## src/rtl/sd_pkg.sv

```systemverilog
// rtl/sd_pkg.sv - shared SD types, frame lengths and CRC7 polynomial
package sd_pkg;

    typedef enum logic [1:0] {
        IDLE,
        WAIT_START,
        SHIFT,
        DONE
    } state_t;

    localparam int SD_RESP_SHORT_LEN = 48;
    localparam int SD_RESP_LONG_LEN  = 136;
    localparam logic [6:0] SD_CRC7_POLY = 7'h09;

    // One serial step of the x^7+x^3+1 LFSR, MSB-first data.
    function automatic logic [6:0] crc7_step(input logic [6:0] crc, input logic din);
        logic fb;
        fb = din ^ crc[6];
        return {crc[5:0], 1'b0} ^ (fb ? SD_CRC7_POLY : 7'h00);
    endfunction

endpackage

```

## src/rtl/sd_crc7.sv

```systemverilog
// rtl/sd_crc7.sv - serial CRC7 LFSR shared by the CMD-line transmitter and receiver
module sd_crc7
    import sd_pkg::*;
(
    input  logic       clk,
    input  logic       rst,
    input  logic       clr,
    input  logic       en,
    input  logic       din,
    output logic [6:0] crc
);

    always_ff @(posedge clk) begin
        if (rst || clr) begin
            crc <= 7'h00;
        end else if (en) begin
            crc <= crc7_step(crc, din);
        end
    end

endmodule

```

## src/rtl/sd_cmd_resp_rx.sv

```systemverilog
// rtl/sd_cmd_resp_rx.sv - SD CMD-line response receiver (48/136-bit); CRC7 check under SD_RESP_CRC_CHECK_EN
module sd_cmd_resp_rx
    import sd_pkg::*;
#(
    parameter int NCR_MAX = 64,
    parameter int TO_W    = 7
) (
    input  logic         clk,
    input  logic         rst,
    input  logic         sample_en,
    input  logic         cmd_in,
    input  logic         arm,
    input  logic         long_resp,
    output logic         busy,
    output logic         resp_valid,
    output logic [5:0]   resp_index,
    output logic [127:0] resp_data,
    output logic         crc_err,
    output logic         frame_err,
    output logic         timeout
);

    state_t           state;
    logic             long_q;
    logic [TO_W-1:0]  to_cnt;
    logic [7:0]       bit_cnt;
    logic [134:0]     sreg;
    logic [135:0]     sreg_nxt;
    logic [7:0]       frame_len;
    logic             last_bit;
    logic [5:0]       idx_f;
    logic [127:0]     data_f;
    logic             ferr_f;
    logic             crc_bad;

    always_comb begin
        sreg_nxt  = {sreg, cmd_in};
        frame_len = long_q ? 8'(SD_RESP_LONG_LEN) : 8'(SD_RESP_SHORT_LEN);
        last_bit  = (bit_cnt == frame_len - 8'd1);
        if (long_q) begin
            idx_f  = sreg_nxt[133:128];
            data_f = {sreg_nxt[127:1], 1'b0};
            ferr_f = sreg_nxt[135] | sreg_nxt[134] | ~sreg_nxt[0];
        end else begin
            idx_f  = sreg_nxt[45:40];
            data_f = {96'b0, sreg_nxt[39:8]};
            ferr_f = sreg_nxt[47] | sreg_nxt[46] | ~sreg_nxt[0];
        end
    end

`ifdef SD_RESP_CRC_CHECK_EN
    logic       crc_feed;
    logic       crc_clr;
    logic [6:0] crc;

    // Short frames cover start..argument; R2 skips its first 8 bits (start, tx, 6'h3F).
    always_comb begin
        crc_clr  = (state == IDLE) && arm;
        crc_feed = 1'b0;
        if (sample_en) begin
            if (state == WAIT_START) begin
                crc_feed = !cmd_in && !long_q;
            end else if (state == SHIFT) begin
                if (long_q) begin
                    crc_feed = (bit_cnt >= 8'd8) && (bit_cnt <= 8'(SD_RESP_LONG_LEN - 9));
                end else begin
                    crc_feed = (bit_cnt <= 8'(SD_RESP_SHORT_LEN - 9));
                end
            end
        end
    end

    sd_crc7 u_crc7 (
        .clk (clk),
        .rst (rst),
        .clr (crc_clr),
        .en  (crc_feed),
        .din (cmd_in),
        .crc (crc)
    );

    assign crc_bad = (crc != sreg_nxt[7:1]);
`else
    assign crc_bad = 1'b0;
`endif

    always_ff @(posedge clk) begin
        if (rst) begin
            state      <= IDLE;
            long_q     <= 1'b0;
            to_cnt     <= '0;
            bit_cnt    <= 8'd0;
            sreg       <= '0;
            busy       <= 1'b0;
            resp_valid <= 1'b0;
            resp_index <= 6'd0;
            resp_data  <= 128'd0;
            crc_err    <= 1'b0;
            frame_err  <= 1'b0;
            timeout    <= 1'b0;
        end else begin
            resp_valid <= 1'b0;
            timeout    <= 1'b0;
            case (state)
                IDLE: begin
                    if (arm) begin
                        state   <= WAIT_START;
                        long_q  <= long_resp;
                        to_cnt  <= '0;
                        bit_cnt <= 8'd0;
                        sreg    <= '0;
                        busy    <= 1'b1;
                    end
                end
                WAIT_START: begin
                    if (sample_en) begin
                        if (!cmd_in) begin
                            sreg    <= sreg_nxt[134:0];
                            bit_cnt <= 8'd1;
                            state   <= SHIFT;
                        end else if (to_cnt == TO_W'(NCR_MAX - 1)) begin
                            timeout <= 1'b1;
                            busy    <= 1'b0;
                            state   <= IDLE;
                        end else begin
                            to_cnt <= to_cnt + TO_W'(1);
                        end
                    end
                end
                SHIFT: begin
                    if (sample_en) begin
                        sreg    <= sreg_nxt[134:0];
                        bit_cnt <= bit_cnt + 8'd1;
                        // Fields are registered off the end-bit sample so they appear one clk later.
                        if (last_bit) begin
                            state      <= DONE;
                            busy       <= 1'b0;
                            resp_valid <= 1'b1;
                            resp_index <= idx_f;
                            resp_data  <= data_f;
                            crc_err    <= crc_bad;
                            frame_err  <= ferr_f;
                        end
                    end
                end
                DONE: begin
                    state <= IDLE;
                end
                default: begin
                    state <= IDLE;
                end
            endcase
        end
    end

endmodule
```

## config.mk

```make
export PLATFORM = sky130hd
export DESIGN_NAME = sd_cmd_resp_rx
export DESIGN_NICKNAME = d
export VERILOG_FILES = /design/src/rtl/sd_pkg.sv /design/src/rtl/sd_crc7.sv /design/src/rtl/sd_cmd_resp_rx.sv
export SDC_FILE = /design/constraint.sdc
export NUM_CORES = 1
export LEC_CHECK = 0
export ABC_AREA = 1
export BUFFER_PORTS_ARGS = -buffer_cell sky130_fd_sc_hd__buf_2
export CORE_UTILIZATION = 30
export DETAILED_ROUTE_END_ITERATION = 6
export HOLD_SLACK_MARGIN = 0.15
export PLACE_DENSITY_LB_ADDON = 0.3
export SYNTH_ARGS = -nofsm -noshare
export SYNTH_HDL_FRONTEND = slang
export SYNTH_SLANG_ARGS = --single-unit
```

## constraint.sdc

```tcl
create_clock -name clk -period 2.4 [get_ports clk]
set_input_delay 0.48 -clock clk [delete_from_list [all_inputs] [get_ports clk]]
set_output_delay 0.48 -clock clk [all_outputs]
set_load 0.05 [all_outputs]
```

==> results.txt <==
- The run finished with clean final reports.
- Cell taking the most area after synthesis: sky130_fd_sc_hd__dfxtp_1
* Clock tree from TritonCTS: built
* Power density cells: 1260 nW/um^2
- In the final layout, the multi-input gates occupy 4660 sq um.
- Setup repair after global routing left no endpoint under its margin.
- The number of nets in the synthesized netlist is 1490.
* P_leak: 0.00536 uW
- Sorting the synthesized cells by how often they occur yields 291 x sky130_fd_sc_hd__dfxtp_1, 246 x sky130_fd_sc_hd__o21ai_0, 208 x sky130_fd_sc_hd__nand2_1, 188 x sky130_fd_sc_hd__a21oi_1, 129 x sky130_fd_sc_hd__nand3_1.
- The floorplan step defined a die boundary enclosing 38700 sq um.
- Final-report max-slew violation count: 0
- For this run, the register share of the synthesized area comes to 51.2%.
- The critical path is of the flip-flop to flip-flop type.
- Clk sink count: 291
* Async set-or-reset flop fraction in the synthesized netlist: 0%
- In this run the tightest slew margin relative to its limit is 49.0%.
- Number of distinct standard cells referenced by the synthesized netlist: 30
- Port-buffer cells: 143
- After routing the design area is 13600 sq um.
* Measured slew at the worst slew-check pin: 0.765 ns
* Fraction of the mapped netlist area in compound gates: 22.3%
* Synthesized-area fraction occupied by xor and xnor cells: 0.308%
* Via count of the first global-routing pass: 9236
* TritonRoute pass-1 iters: 5
* Total routing resource utilization after global routing: 15.3%
* Critical Path Start: state[0]$_SDFFE_PP0P_
* Arrival time of data at the critical path endpoint: 2.57 ns
* Detailed Route WL: 30800 microns
* CP Capture Type: flip-flop
- Across the routed clock network, the largest skew measured is 0.0207 ns.
- The count of nets left with antenna violations once routing finished came out at 0.
* Number of endpoints with negative hold slack in the final report: 0
- Internal reg-to-reg setup slack: 0.27 ns
- GP Congestion: 0.778
- In this run, post-CTS hold repair placed 0 buffers.
* Highest fanout seen on the critical path: 147
- Storage cell area: 5830 sq um
- Entering global routing, the biggest net connects 148 pins.
- Top-area cell type share of the netlist area: 51.2%
- Clock Tree Buf Depth: 3
- Clock slew at reported path FFs: 0.06 ns
- Placed standard-cell area: 12500 sq um
- For the worst setup path, the data required time is 2.85 ns.
* Number of buffer and inverter stages on the critical path: 2
- Dividing the detail-routed via count by the number of cells gives 4.82.
- Gate count after technology mapping: 1479
- Summed over all failing endpoints, the final setup total negative slack is 0 ns.
- Post-synthesis share of cell area spent on and, or, nand and nor gates: 17.7%
- Fill cell instance count of the final layout: 3919
- The worst register-to-register path begins at state[0]$_SDFFE_PP0P_.
- Cells with a size suffix above 1 make up 15.8% of the layout.
* Worst min-delay path class: input port to flip-flop
- Final period demand of the worst path: 2.13 ns
* Total chip power: 17100 uW
- Peak supply drop: 0.000630 V
- Synth Area per Inst: 7.69 sq um
- Effective utilization at floorplan: 30.8%
- In this run the core area contains 70 standard-cell rows.
- The die is 197 microns tall.
- The number of clock buffers added by TritonCTS is 35.
- Cell chosen for the clock root: sky130_fd_sc_hd__clkbuf_16
* Max Clk Rate: 0.470 GHz
- Area growth syn-to-layout: 19.6%
- Post-synth EDFFs: 0
- Worst setup SP type: flip-flop
- The tool flagged a number of max-cap violations equal to 0.
* Dominant combinational cell family by area after synthesis: compound AO/OA/AOI/OAI gates
- The H-tree was split into 2 levels.
- Total number of vias: 10100
* DRC viols: 0
* Adder-cell area share of the yosys netlist: 0.550%
- For this design the top-level I/O count stands at 145.
* Primary flip-flop cell chosen by synthesis mapping: sky130_fd_sc_hd__dfxtp_1
- Most common cell in the netlist: sky130_fd_sc_hd__dfxtp_1
* Placed wire-length estimate after detailed placement: 17900 microns
* Initial antenna violation count: 1
- The worst hold path begins at arm.
- Routed wire length per instance: 14.8 microns
* Cell chain of the critical path: inv_1, ha_1, nand2_1, nand3b_1, buf_12, o21ai_0, a21oi_1
- # diodes: 0
- Max stage delay on crit path: 0.46 ns
- From left edge to right edge, the die measures 197 microns.
* Synthesis Warnings: 0
* FF+latch count, synth: 291
- Period utilization: 88.6%
- Post-synthesis instance area: 11400 sq um
- For this block, the initial DRC count from the detailed router was 582.
- Total gr overflow: 0
- Of the post-synthesis cell area, the part taken by muxes is 0%.
* Final setup vio count: 0
- At the later pin of the worst-skew pair, clock insertion delay measures 0.52 ns.
* Worst path top cell family by delay: buffers and inverters
- On the critical path, the stage with the largest delay is an instance of sky130_fd_sc_hd__buf_12.
- The first global-routing pass estimated 49100 microns of wire.
* Dominant cells by area after synthesis: sky130_fd_sc_hd__dfxtp_1 51%, sky130_fd_sc_hd__o21ai_0 11%, sky130_fd_sc_hd__a21oi_1 8.3%
- Final-stage net count: 1568
- Core area: 37000 sq um
[flip-flops by register name, summed over array words and instances (netlist names), named ones only]
name / flops
busy: 1
to_cnt: 7
resp_valid: 1
state: 1
long_q: 1
timeout: 1
resp_index: 6
sreg: 135
resp_data: 128
bit_cnt: 8
frame_err: 1
[placed cells by master, fill, tap and decap left out, drive strengths merged, types with 3 or more instances in the layout]
master	count
nand2	210
ha	5
buf	167
a21oi	188
clkinv	3
a211oi	14
dfxtp	291
clkbuf	51
nor2	128
inv	89
nor3	8
o21ai	279
nand3	129
or2	3
clkinvlp	3
[area by class of cell]
class	instances	share of cell area [%]
Clock buffer	51	7.40
Clock inverter	10	0.772
Inverter	86	2.46
Multi-Input combinational cell	976	34.3
Sequential cell	291	42.8
Tap cell	504	4.63
Timing Repair Buffer	167	7.60
[stage by stage]
| stage | utilization [%] | hold WS (ns) | setup WS, ns | std cells |
|---|---|---|---|---|
| 2_1_floorplan | - | 0.452 | 0.633 | 1479 |
| 3_3_place_gp | 33.7 | 0.431 | 0.114 | 2019 |
| 3_5_place_dp | 33.7 | 0.434 | 0.00205 | 2019 |
| 4_1_cts | 36.7 | 0.258 | 0.00208 | 2080 |
| 5_1_grt | 36.8 | 0.290 | 0.108 | 2085 |
| 6_report | 36.8 | 0.286 | 0.273 | 2085 |
[worst reg2reg max path, delay by kind of cell (launching register included)]
family                   cells  cell delay, ns
AND/OR/NAND/NOR              2            0.34
buffers and inverters        2            0.54
adder cells (fa/ha/maj)      1            0.26
flip-flops                   1            0.39
AO/OA/AOI/OAI                2            0.53
[layer usage]
metal / up-vias / part of all wire [%] / track usage, %
met3: 56 / 4.4 / 2.62
met4: 2 / 2.3 / 5.02
met5: - / 0.039 / 0
li1: 5103 / - / -
met1: 4684 / 50 / 21.8
met2: 206 / 43 / 23.3
[repair_timing]
item / 4_1_cts / 5_1_grt
pin swaps: 1 / 2
buffers inserted: 0 / 4
gates resized for setup: 2 / 2
gates cloned: 0 / 1
setup endpoints to repair: 2 / 95
[power breakdown]
group          leakage [uW]  total [uW]  internal, uW  switching (uW)
logic               0.00246        5300          1730            3570
clock network      0.000534        5140          3040            2100
registers           0.00237        6680          5900             786
total               0.00536       17100         10700            6460
[final timing paths]
path | endpoint | cells past startpoint
max | resp_data[8]$_SDFFE_PP0P_ | 7
min | long_q$_SDFFE_PP0P_ | 3
max reg2reg | resp_data[8]$_SDFFE_PP0P_ | 7
min reg2reg | resp_data[3]$_SDFFE_PP0P_ | 2
[kinds of logic after synthesis]
logic type	count (synthesis)
compound gates	483
simple gates	482
flops	291
buf+inv	213
fa+ha+maj	5
xor+xnor	4
other cells	1
Note: power is estimated with default switching activity, not from simulation.
